$ cat config.mk
export PLATFORM = sky130hd
export DESIGN_NAME = or1200_fault_sched
export DESIGN_NICKNAME = d
export VERILOG_FILES = /design/src/rtl/or1200_fault_sched.sv
export SDC_FILE = /design/constraint.sdc
export NUM_CORES = 1
export LEC_CHECK = 0
export ABC_AREA = 1
export BUFFER_PORTS_ARGS = -buffer_cell sky130_fd_sc_hd__clkbuf_2
export CAP_MARGIN = 20
export CORE_AREA = 2 2 171 173
export CTS_CLUSTER_DIAMETER = 80
export CTS_CLUSTER_SIZE = 8
export DETAILED_ROUTE_END_ITERATION = 10
export DIE_AREA = 0 0 173 175
export PLACE_DENSITY = 0.66
export SKIP_LAST_GASP = 1
export SYNTH_ARGS = -nofsm -noshare
export SYNTH_HDL_FRONTEND = slang
export SYNTH_SLANG_ARGS = --single-unit
$ cat constraint.sdc
create_clock -name clk_i -period 2.2 [get_ports clk_i]
set_input_delay 0 -clock clk_i [delete_from_list [all_inputs] [get_ports clk_i]]
set_output_delay 0 -clock clk_i [all_outputs]
set_load 0.05 [all_outputs]
$ cat src/rtl/or1200_fault_sched.sv
// Fault-injection scheduler: counts run cycles and raises a registered fault
// signal while the cycle counter falls inside any enabled programmable window.
module or1200_fault_sched #(
  parameter int unsigned CNT_W   = 16,
  parameter int unsigned NUM_WIN = 4,
  localparam int unsigned IDX_W  = $clog2(NUM_WIN)
) (
  input  logic             clk_i,
  input  logic             rst_i,
  input  logic             cfg_we_i,
  input  logic [IDX_W-1:0] cfg_idx_i,
  input  logic [CNT_W-1:0] cfg_start_i,
  input  logic [CNT_W-1:0] cfg_end_i,
  input  logic             cfg_en_i,
  input  logic [CNT_W-1:0] run_len_i,
  input  logic             arm_i,
  input  logic             abort_i,
  input  logic             stall_i,
  output logic             fault_sig_J,
  output logic             busy_o,
  output logic             done_o,
  output logic [CNT_W-1:0] cycle_o,
  output logic [CNT_W-1:0] inj_cnt_o
);

  localparam logic [1:0] S_IDLE = 2'd0;
  localparam logic [1:0] S_RUN  = 2'd1;
  localparam logic [1:0] S_DONE = 2'd2;

  logic [1:0]       state_q, state_d;
  logic [CNT_W-1:0] cycle_q, cycle_d;
  logic [CNT_W-1:0] run_len_q, run_len_d;
  logic [CNT_W-1:0] inj_q, inj_d;
  logic             fault_q, fault_d;
  logic             hit;

  logic [CNT_W-1:0] win_start_q [NUM_WIN];
  logic [CNT_W-1:0] win_end_q   [NUM_WIN];
  logic [NUM_WIN-1:0] win_en_q;

  // A window with start > end can never satisfy both bounds, so no special case.
  always_comb begin
    hit = 1'b0;
    for (int unsigned w = 0; w < NUM_WIN; w++) begin
      if (win_en_q[w] && (cycle_q >= win_start_q[w]) && (cycle_q <= win_end_q[w]))
        hit = 1'b1;
    end
  end

  always_comb begin
    state_d   = state_q;
    cycle_d   = cycle_q;
    run_len_d = run_len_q;
    fault_d   = fault_q;
    inj_d     = inj_q;
    if (fault_q && (inj_q != '1))
      inj_d = inj_q + CNT_W'(1);
    case (state_q)
      S_IDLE: begin
        fault_d = 1'b0;
        if (arm_i) begin
          cycle_d   = '0;
          inj_d     = '0;
          run_len_d = run_len_i;
          state_d   = (run_len_i == '0) ? S_DONE : S_RUN;
        end
      end
      S_RUN: begin
        if (abort_i) begin
          state_d = S_IDLE;
          fault_d = 1'b0;
        end else if (!stall_i) begin
          if (cycle_q == (run_len_q - CNT_W'(1))) begin
            state_d = S_DONE;
            fault_d = 1'b0;
          end else begin
            cycle_d = cycle_q + CNT_W'(1);
            fault_d = hit;
          end
        end
      end
      S_DONE: begin
        state_d = S_IDLE;
        fault_d = 1'b0;
      end
      default: begin
        state_d = S_IDLE;
        fault_d = 1'b0;
      end
    endcase
  end

  always_ff @(posedge clk_i) begin
    if (rst_i) begin
      state_q   <= S_IDLE;
      cycle_q   <= '0;
      run_len_q <= '0;
      inj_q     <= '0;
      fault_q   <= 1'b0;
    end else begin
      state_q   <= state_d;
      cycle_q   <= cycle_d;
      run_len_q <= run_len_d;
      inj_q     <= inj_d;
      fault_q   <= fault_d;
    end
  end

  // Window table is writable only while idle so a run sees a stable set.
  always_ff @(posedge clk_i) begin
    if (rst_i) begin
      win_en_q <= '0;
      for (int unsigned w = 0; w < NUM_WIN; w++) begin
        win_start_q[w] <= '0;
        win_end_q[w]   <= '0;
      end
    end else if (cfg_we_i && (state_q == S_IDLE)) begin
      win_start_q[cfg_idx_i] <= cfg_start_i;
      win_end_q[cfg_idx_i]   <= cfg_end_i;
      win_en_q[cfg_idx_i]    <= cfg_en_i;
    end
  end

  assign fault_sig_J = fault_q;
  assign busy_o      = (state_q == S_RUN);
  assign done_o      = (state_q == S_DONE);
  assign cycle_o     = cycle_q;
  assign inj_cnt_o   = inj_q;

endmodule

Word level (Yosys, flattened, before mapping):

Memories as Yosys holds them, arrays and structs flattened.
Cells that the tools add are included.

* flip-flop bits (word level): 55
* latch bits: 0
* bits in writable memories: 128
* ROM bits: 0
* input bits: 57
* output and inout port bits: 35
* logic and storage cells: 85
* memories: 2

Memory list
* win_end_q: depth 4, bits a word 16, read ports 4, clocked after Yosys merged registers in 0, wr ports 4, RTL line 38 `logic [CNT_W-1:0] win_end_q [NUM_WIN];`
* win_start_q: depth 4, bits a word 16, read ports 4, clocked after Yosys merged registers in 0, wr ports 4, RTL line 37 `logic [CNT_W-1:0] win_start_q [NUM_WIN];`

* add/subtract/negate cells: 3
* multipliers: 0
* divide/modulo/power cells: 0
* $lt $le $gt $ge: 10
* eq/ne operators: 10
* shift operators: 0
* mux-type cells: 33
* bitwise operators: 1
* reduce and logical (&&, ||, !) cells: 20

Operators by type and width (number)
* two-way mux 16 bit: 9
* greater-or-equal comparator 16 bit: 4
* <= comparator 16 bit: 4
* adder 16 x 1 -> 16 bit (second input constant): 2
* one-hot mux 16 bit (2 select lines): 1
* OR reduction 16 bit: 2
* == test 16 bit: 1
* logical NOT 16 bit: 1
* inequality test 16 bit (second input constant): 1
* subtractor 16 x 1 -> 16 bit (second input constant): 1
* two-way mux 2 bit: 7
* two-way mux 1 bit: 13
* logical AND 1 bit: 11
* inequality test 2 bit (second input constant): 4
* AND reduction 5 bit: 1
* bitwise mux 4 bit: 1
* one-hot mux 2 bit (2 select lines): 1
* < comparator 2 x 3 -> 1 bit (second input constant): 1
* inequality test 3 x 2 -> 1 bit (second input constant): 1
* inequality test 3 bit (second input constant): 1
* AND reduction 3 bit: 1
* OR reduction 3 bit: 1
* demux 1 bit (select 2 bit): 1
* == test 2 x 1 -> 1 bit (second input constant): 1
* other kinds (6): 6

Longest topological paths before layout:

Gate-level depths: netlist of the first run.

* depth after elaboration: 8
* gate-level depth with buffers: 17
* depth with buffers taken out: 16

Worst setup path after synthesis of the first run:

Ideal clock, no wire load.

* path type: register to register
* from: register cycle_q[1], in the netlist cycle_o[1]
* to: register cycle_q[12], in the netlist cycle_o[12]
* setup time: 69 ps
* data arrival time: 2366 ps
* required time: 2131 ps
* path slack: -235 ps
* stages on the path, launching flop included: 13
* buffers on the path: 0
* clock period less this slack: 2435 ps
* cells stage by stage: dfxtp_1 > ha_1 > nand2_1 > nor3_2 > nand3_1 > nor2_1 > nand2_1 > nor2_1 > nand2_1 > xor2_1 > nor2_1 > nand2_1 > a21oi_2

* longest elaborated chain between the ends: 5
* elaborated cells on any way between the ends: 8
* classes of those cells: 1 x add/sub; 2 x eq/ne; 4 x mux; 1 x reduce/logical

RTL lines
* start, declared: RTL line 31 `logic [CNT_W-1:0] cycle_q, cycle_d;`
* start signal, assigned: RTL line 102 `cycle_q <= cycle_d;`
* adder 16 x 1 -> 16 bit: RTL line 77 `cycle_d = cycle_q + CNT_W'(1);`
* two-way mux 16 bit: RTL line 73 `if (cycle_q == (run_len_q - CNT_W'(1))) begin`
* two-way mux 16 bit: RTL line 72 `end else if (!stall_i) begin`
* two-way mux 16 bit: RTL line 69 `if (abort_i) begin`
* one-hot mux 16 bit (2 select lines): RTL line 58 `case (state_q)`

Several ways; a longest one is shown, not always the timed one. The select of a mux whose other input is x is not followed.
A chain may end at the register's enable or synchronous reset.

Worst setup path after layout of the first run:

* from: register run_len_q[1]
* to: register cycle_q[2], in the netlist cycle_o[2]

* longest elaborated chain between the ends: 4

RTL lines
* start, declared: RTL line 32 `logic [CNT_W-1:0] run_len_q, run_len_d;`
* start signal, assigned: RTL line 103 `run_len_q <= run_len_d;`
* subtractor 16 x 1 -> 16 bit: RTL line 73
* == test 16 bit: RTL line 73
* inequality test 2 bit (no line)
* AND reduction 5 bit (no line)

Every way passes these cells.

==> out/summary.txt, run 1 <==
Crit path arrival time -> 2.44 ns
Hold WC Path Type -> primary input to flop
Die Footprint -> 0.0303 sq mm
Rel. slew slack -> 48.2%
Fraction of registers with async set/reset -> 0%
TritonCTS clock tree -> built
Vias in the first global route -> 9,601
Syn Inst Count -> 1,346
Placed insts -> 1,839
Placer Congestion -> 0.875
Remaining Overflow, GRT -> 0
DP Wirelength -> 21.8 mm
Period utilisation layout -> 93.5%
Critical Path RT -> 2.58 ns
CP endpoint kind -> flop
Pre-antenna DRT Iters -> 5
TritonCTS buffer count -> 17
Fill cells -> 2,682
Commonest non-fill, non-tap cells in the layout -> nand2_1 (236), inv_1 (227), nor2_1 (208)
Synth cell types -> 43
LEAKAGE -> 6.52 nW
Power Density -> 608 mW/mm^2
Max cap viols -> 0
Row cnt -> 62
Seq pwr share -> 46.7%
Routed len/inst -> 15.6 microns
Nets -> 1,718
DRT iter0 DRCs -> 551
DR DRC count -> 0
Skew-Pair Late Insertion Delay -> 0.45 ns
Root Buffer -> clkbuf_16
EDFF count, synth -> 128
Non-Filler Instances -> 1,927
Run status -> complete, no violations
Unrepaired setup endpoints after global routing -> yes
P_int -> 0.00603 W
Placeable Area -> 0.0284 sq mm
Clock skew -> 0.0171 ns
Switching share of power -> 28.2%
Yosys warnings -> 0
Initial antenna violation count -> 0
Final Max Tran Viols -> 0
CTS Buffer Depth -> 2
Achievable Freq -> 0.486 GHz
# setup viols final -> 0
Synth Net Count -> 1,534
Final core utilization -> 48.7%
Synthesized cell area -> 0.0112 sq mm
Final Hold Viols -> 0
DR vias/cell -> 4.95
Clock period minus worst slack -> 2.06 ns
Share of layout cells above drive strength 1 -> 14.6%
IO Pins -> 92
Initial Utilization -> 39.5%
Clock transition at path regs -> 0.08 ns
Clock network fraction of total power -> 39.6%
Synth Register Bits -> 183
Die Y -> 175 microns
Sink Count -> 183
PortBufs -> 91
Commonest non-fill, non-tap cell in the layout -> nand2_1
Crit-path max FO -> 5
NetSw -> 0.00238 W
Critical path class -> flop to flop
Routed wire length -> 30.0 mm
Tot GR Track Use -> 20.3%
Via count -> 9,530
ANT nets after route -> 0
Ant diodes -> 0
CP startpoint kind -> flop
Worst VDD drop -> 574 uV
Area taken by multi-input logic gates -> 0.00536 sq mm
Slew @ Worst Pin -> 0.776 ns
Avg Cell Area, Syn -> 8.33 sq um
Seq/Total Area, Yosys -> 44.1%
Seq. cell area -> 0.00496 sq mm
First-pass GRT wire length -> 48.3 mm
Power share of the combinational group -> 13.7%
Pin count of the biggest net entering global routing -> 35
DIE WIDTH -> 173 microns
Main synth FF type -> edfxtp_1
# H-tree levels -> 4
Setup_tns -> 0 ns
Area grow syn2layout -> 23.3%
-- cells by family after synthesis --
kind of cell	after synthesis	share of synthesized area (%)
flops	183	44.1
compound gates	152	7.50
simple gates	585	22.3
xor+xnor	34	2.65
fa+ha+maj	131	14.6
buf+inv	261	8.90
-- sequential cells by signal, summed over array words and instances, names as in the netlist --
name	cells
win_start_q	64
fault_sig_J	1
run_len_q	16
state_q	2
inj_cnt_o	16
win_en_q	4
win_end_q	64
cycle_o	16
-- per-layer routing --
metal	GRT usage, %	share of wire [%]	up-vias
met3	3.31	6.0	56
met2	35.4	48	284
met5	0	0	-
met4	7.38	2.7	0
met1	25.5	43	4456
li1	-	-	4734
-- repair_timing --
action,in CTS,in global routing
hold buffers,55,0
resized for setup,2,22
pin swaps,0,2
buffers inserted,0,1
endpoints found under the setup margin,1,25
hold endpoints to repair,124,0
-- metrics by stage --
step           hold WS [ns]  area (sq um)  total power, W  worst slack (ns)
5_1_grt              0.0514         13800         0.00874           -0.0190
2_1_floorplan         0.128         11200         0.00471           -0.0423
3_3_place_gp          0.235         12600         0.00502            0.0990
4_1_cts              0.0208         13800         0.00842            0.0159
6_report             0.0466         13800         0.00841             0.144
3_5_place_dp          0.236         12600         0.00506           0.00596
-- Yosys cell counts, drive strengths merged (22+ instances only) --
| cell type | instances | area, sq um |
|---|---|---|
| clkbuf | 22 | 83.8 |
| o21ai | 42 | 214 |
| nand3 | 61 | 323 |
| xor2 | 26 | 228 |
| dfxtp | 55 | 1100 |
| ha | 131 | 1640 |
| a21oi | 91 | 482 |
| nor2 | 224 | 892 |
| inv | 232 | 871 |
| nand2 | 245 | 947 |
| edfxtp | 128 | 3840 |
| nor3 | 22 | 115 |
-- layout make-up --
class,instances,share of cell area (%)
well taps,384,3.47
clock inverters,14,1.46
multi-input cells,902,38.7
inverters,234,6.35
repair buffers,192,11.0
flip-flops and latches,183,35.8
clock buffers,18,3.10
-- worst max-delay path, stage by stage, from the launching register on --
cell and delay, ns:
dfxtp_2 0.34, inv_2 0.08, ha_4 0.15, nand3_4 0.13, nor2_4 0.16, nand2_1 0.06
nand2_1 0.11, nand2_1 0.06, nor2_1 0.12, nand2_1 0.10, nor2_4 0.11, nand2_2 0.07
nand3_4 0.11, buf_4 0.15, nand3_1 0.09, a21oi_2 0.16
-- worst paths after layout --
kind	startpoint	to	slack, ns	cells after the start
max	run_len_q[1]$_SDFFE_PP0P_	cycle_o[2]$_SDFFE_PP0P_	0.14	15
min	rst_i	cycle_o[4]$_SDFFE_PP0P_	0.05	3
max reg2reg	run_len_q[1]$_SDFFE_PP0P_	cycle_o[2]$_SDFFE_PP0P_	0.14	15
min reg2reg	win_en_q[2]$_SDFFE_PP0P_	win_en_q[2]$_SDFFE_PP0P_	0.47	2
-- power by group through the flow --
stage	clock network [W]	logic (W)	registers, W
final	0.00333	0.00115	0.00393
after global routing	0.00349	0.00130	0.00395
after CTS	0.00336	0.00113	0.00393
after detailed placement	0	0.00105	0.00401
after global placement	0	0.00102	0.00400
after floorplan	0	0.000712	0.00400
No activity file was read; power rests on OpenSTA's default activity.
==> run 2, diff against run 1 <==
Settings changed: RECOVER_POWER set to 100.
==> run 2 against run 1 <==
Against the previous run:
- clock skew grew 0.0012 ns
- worst hold slack lost 0.0034 ns
- global-route usage is the same
- combinational power is essentially flat
- cell count is the same
- largest cell class unchanged
- sequential power is essentially flat
- clock-buffer cell count is the same
- critical path type unchanged
==> out/summary.txt, run 2 (synthesis results as in run 1) <==
Setup ws final -> 0.143 ns
First-pass GRT wire length -> 48.3 mm
Crit-path max FO -> 5
Worst VDD drop -> 574 uV
NetSw -> 0.00237 W
Remaining Overflow, GRT -> 0
PortBufs -> 91
Clock network fraction of total power -> 39.6%
Power share of the combinational group -> 13.5%
DR top layer -> met4
Final Hold Viols -> 0
DRT iter0 DRCs -> 563
Clock period minus worst slack -> 2.06 ns
Share of layout cells above drive strength 1 -> 12.2%
Setup_tns -> 0 ns
Via count -> 9,516
Slew @ Worst Pin -> 0.853 ns
Worst flop-to-flop path startpoint -> run_len_q[1]$_SDFFE_PP0P_
Achievable Freq -> 0.486 GHz
Period utilisation layout -> 93.5%
Row cnt -> 62
Setup Slack @ Placement -> 0.00596 ns
Routed len/inst -> 15.6 microns
TritonCTS clock tree -> built
Clock skew -> 0.0184 ns
LEAKAGE -> 6.38 nW
Crit path arrival time -> 2.44 ns
Ant diodes -> 0
Leading registers by flop count -> win_end_q: 64 flops, win_start_q: 64 flops
TritonCTS buffer count -> 17
Slowest cell delay on critical path -> 0.34 ns
R2R Setup Slk -> 0.14 ns
CTS Buffer Depth -> 2
Hold WC Path Type -> primary input to flop
Max cap viols -> 0
Routed wl met2 -> 14.3 mm
Initial antenna violation count -> 0
Critical path class -> flop to flop
DR DRC count -> 0
# setup viols final -> 0
Area grow syn2layout -> 22.6%
Rel. slew slack -> 43.1%
DR vias/cell -> 4.94
Hold path depth -> 3
Reg2reg path depth -> 15
P_int -> 0.00602 W
Worst hold endpoint -> cycle_o[4]$_SDFFE_PP0P_
Vias in the first global route -> 9,601
Tot GR Track Use -> 20.3%
Hold path startpoint -> rst_i
Skew-Pair Late Insertion Delay -> 0.45 ns
Routed wire length -> 30.0 mm
Top cell by count, worst path -> nand2_1
Root Buffer -> clkbuf_16
# H-tree levels -> 4
Seq pwr share -> 46.9%
Die Y -> 175 microns
IO Pins -> 92
Met3 wire length -> 1.82 mm
Pin count of the biggest net entering global routing -> 35
Final Max Tran Viols -> 0
CP startpoint kind -> flop
Run status -> complete, no violations
Pre-antenna DRT Iters -> 5
CP Cell Sequence -> inv_2, ha_4, nand3_4, nor2_4, nand2_1, nand2_1, nand2_1, nor2_1, nand2_1, nor2_4, nand2_2, nand3_4, buf_4, nand3_1, a21oi_2
DIE WIDTH -> 173 microns
Initial Utilization -> 39.5%
Commonest non-fill, non-tap cells in the layout -> nand2_1 (236), inv_1 (227), nor2_1 (208)
Die Footprint -> 0.0303 sq mm
Unrepaired setup endpoints after global routing -> yes
Metal-1 WL -> 13.1 mm
Switching share of power -> 28.2%
Slowest cell on crit path -> dfxtp_2
CP endpoint kind -> flop
Power Density -> 610 mW/mm^2
Setup crit start -> run_len_q[1]$_SDFFE_PP0P_
Placer Congestion -> 0.875
Placeable Area -> 0.0284 sq mm
ANT nets after route -> 0
Worst R2R End -> cycle_o[2]$_SDFFE_PP0P_
DP Wirelength -> 21.8 mm
Nets -> 1,718
Clock transition at path regs -> 0.08 ns
Critical Path RT -> 2.58 ns
Sink Count -> 183
Commonest non-fill, non-tap cell in the layout -> nand2_1
## run 2: timing repair
action | in CTS | in global routing
setup endpoints to repair | 1 | 25
hold buffers | 55 | 0
pin swaps | 0 | 2
hold endpoints to repair | 124 | 0
setup buffers | 0 | 1
resized for setup | 2 | 22
## run 2: power groups by stage
stage               registers (W)  clock network (W)  logic (W)
floorplan                 0.00400                  0   0.000712
finish                    0.00393            0.00332    0.00114
global placement          0.00400                  0    0.00102
global route              0.00395            0.00349    0.00129
detailed placement        0.00401                  0    0.00105
CTS                       0.00393            0.00336    0.00113
## run 2: metal layers
layer  global-route usage (%)  vias to the layer above
li1                         -                     4728
met1                     25.5                     4450
met2                     35.4                      288
met3                     3.31                       50
met4                     7.38                        0
met5                        0                        -
## run 2: critical path: cells and delay by family (launching register included)
family	cells	cell delay (ns)
adder cells (fa/ha/maj)	1	0.15
AND/OR/NAND/NOR	11	1.12
AO/OA/AOI/OAI	1	0.16
buffers and inverters	2	0.23
flip-flops	1	0.34
## run 2: final cells by class
class / instances / area (sq um)
clock inverter: 14 / 203
timing repair buffer: 192 / 1440
fill: 2710 / 14600
multi-input combinational: 902 / 5360
sequential: 183 / 4960
clock buffer: 18 / 429
inverter: 234 / 878
tap: 384 / 480
## run 2: how the worst max path moves through the flow
stage,end,cells after the start
2_1_floorplan,cycle_o[12]$_SDFFE_PP0P_,12
3_3_place_gp,fault_sig_J$_SDFFE_PP0N_,10
3_5_place_dp,fault_sig_J$_SDFFE_PP0N_,10
4_1_cts,cycle_o[11]$_SDFFE_PP0P_,15
5_1_grt,cycle_o[7]$_SDFFE_PP0P_,15
6_report,cycle_o[2]$_SDFFE_PP0P_,15
## run 2: through the flow
| step | instances | cell area (sq um) | utilization (%) | hold slack (ns) | power [W] |
|---|---|---|---|---|---|
| after floorplan | 1346 | 11200 | - | 0.128 | 0.00471 |
| after global placement | 1839 | 12600 | 44.2 | 0.235 | 0.00502 |
| after detailed placement | 1839 | 12600 | 44.2 | 0.236 | 0.00506 |
| after CTS | 1926 | 13800 | 48.4 | 0.0208 | 0.00842 |
| after global routing | 1927 | 13800 | 48.4 | 0.0514 | 0.00873 |
| final | 1927 | 13800 | 48.4 | 0.0432 | 0.00839 |
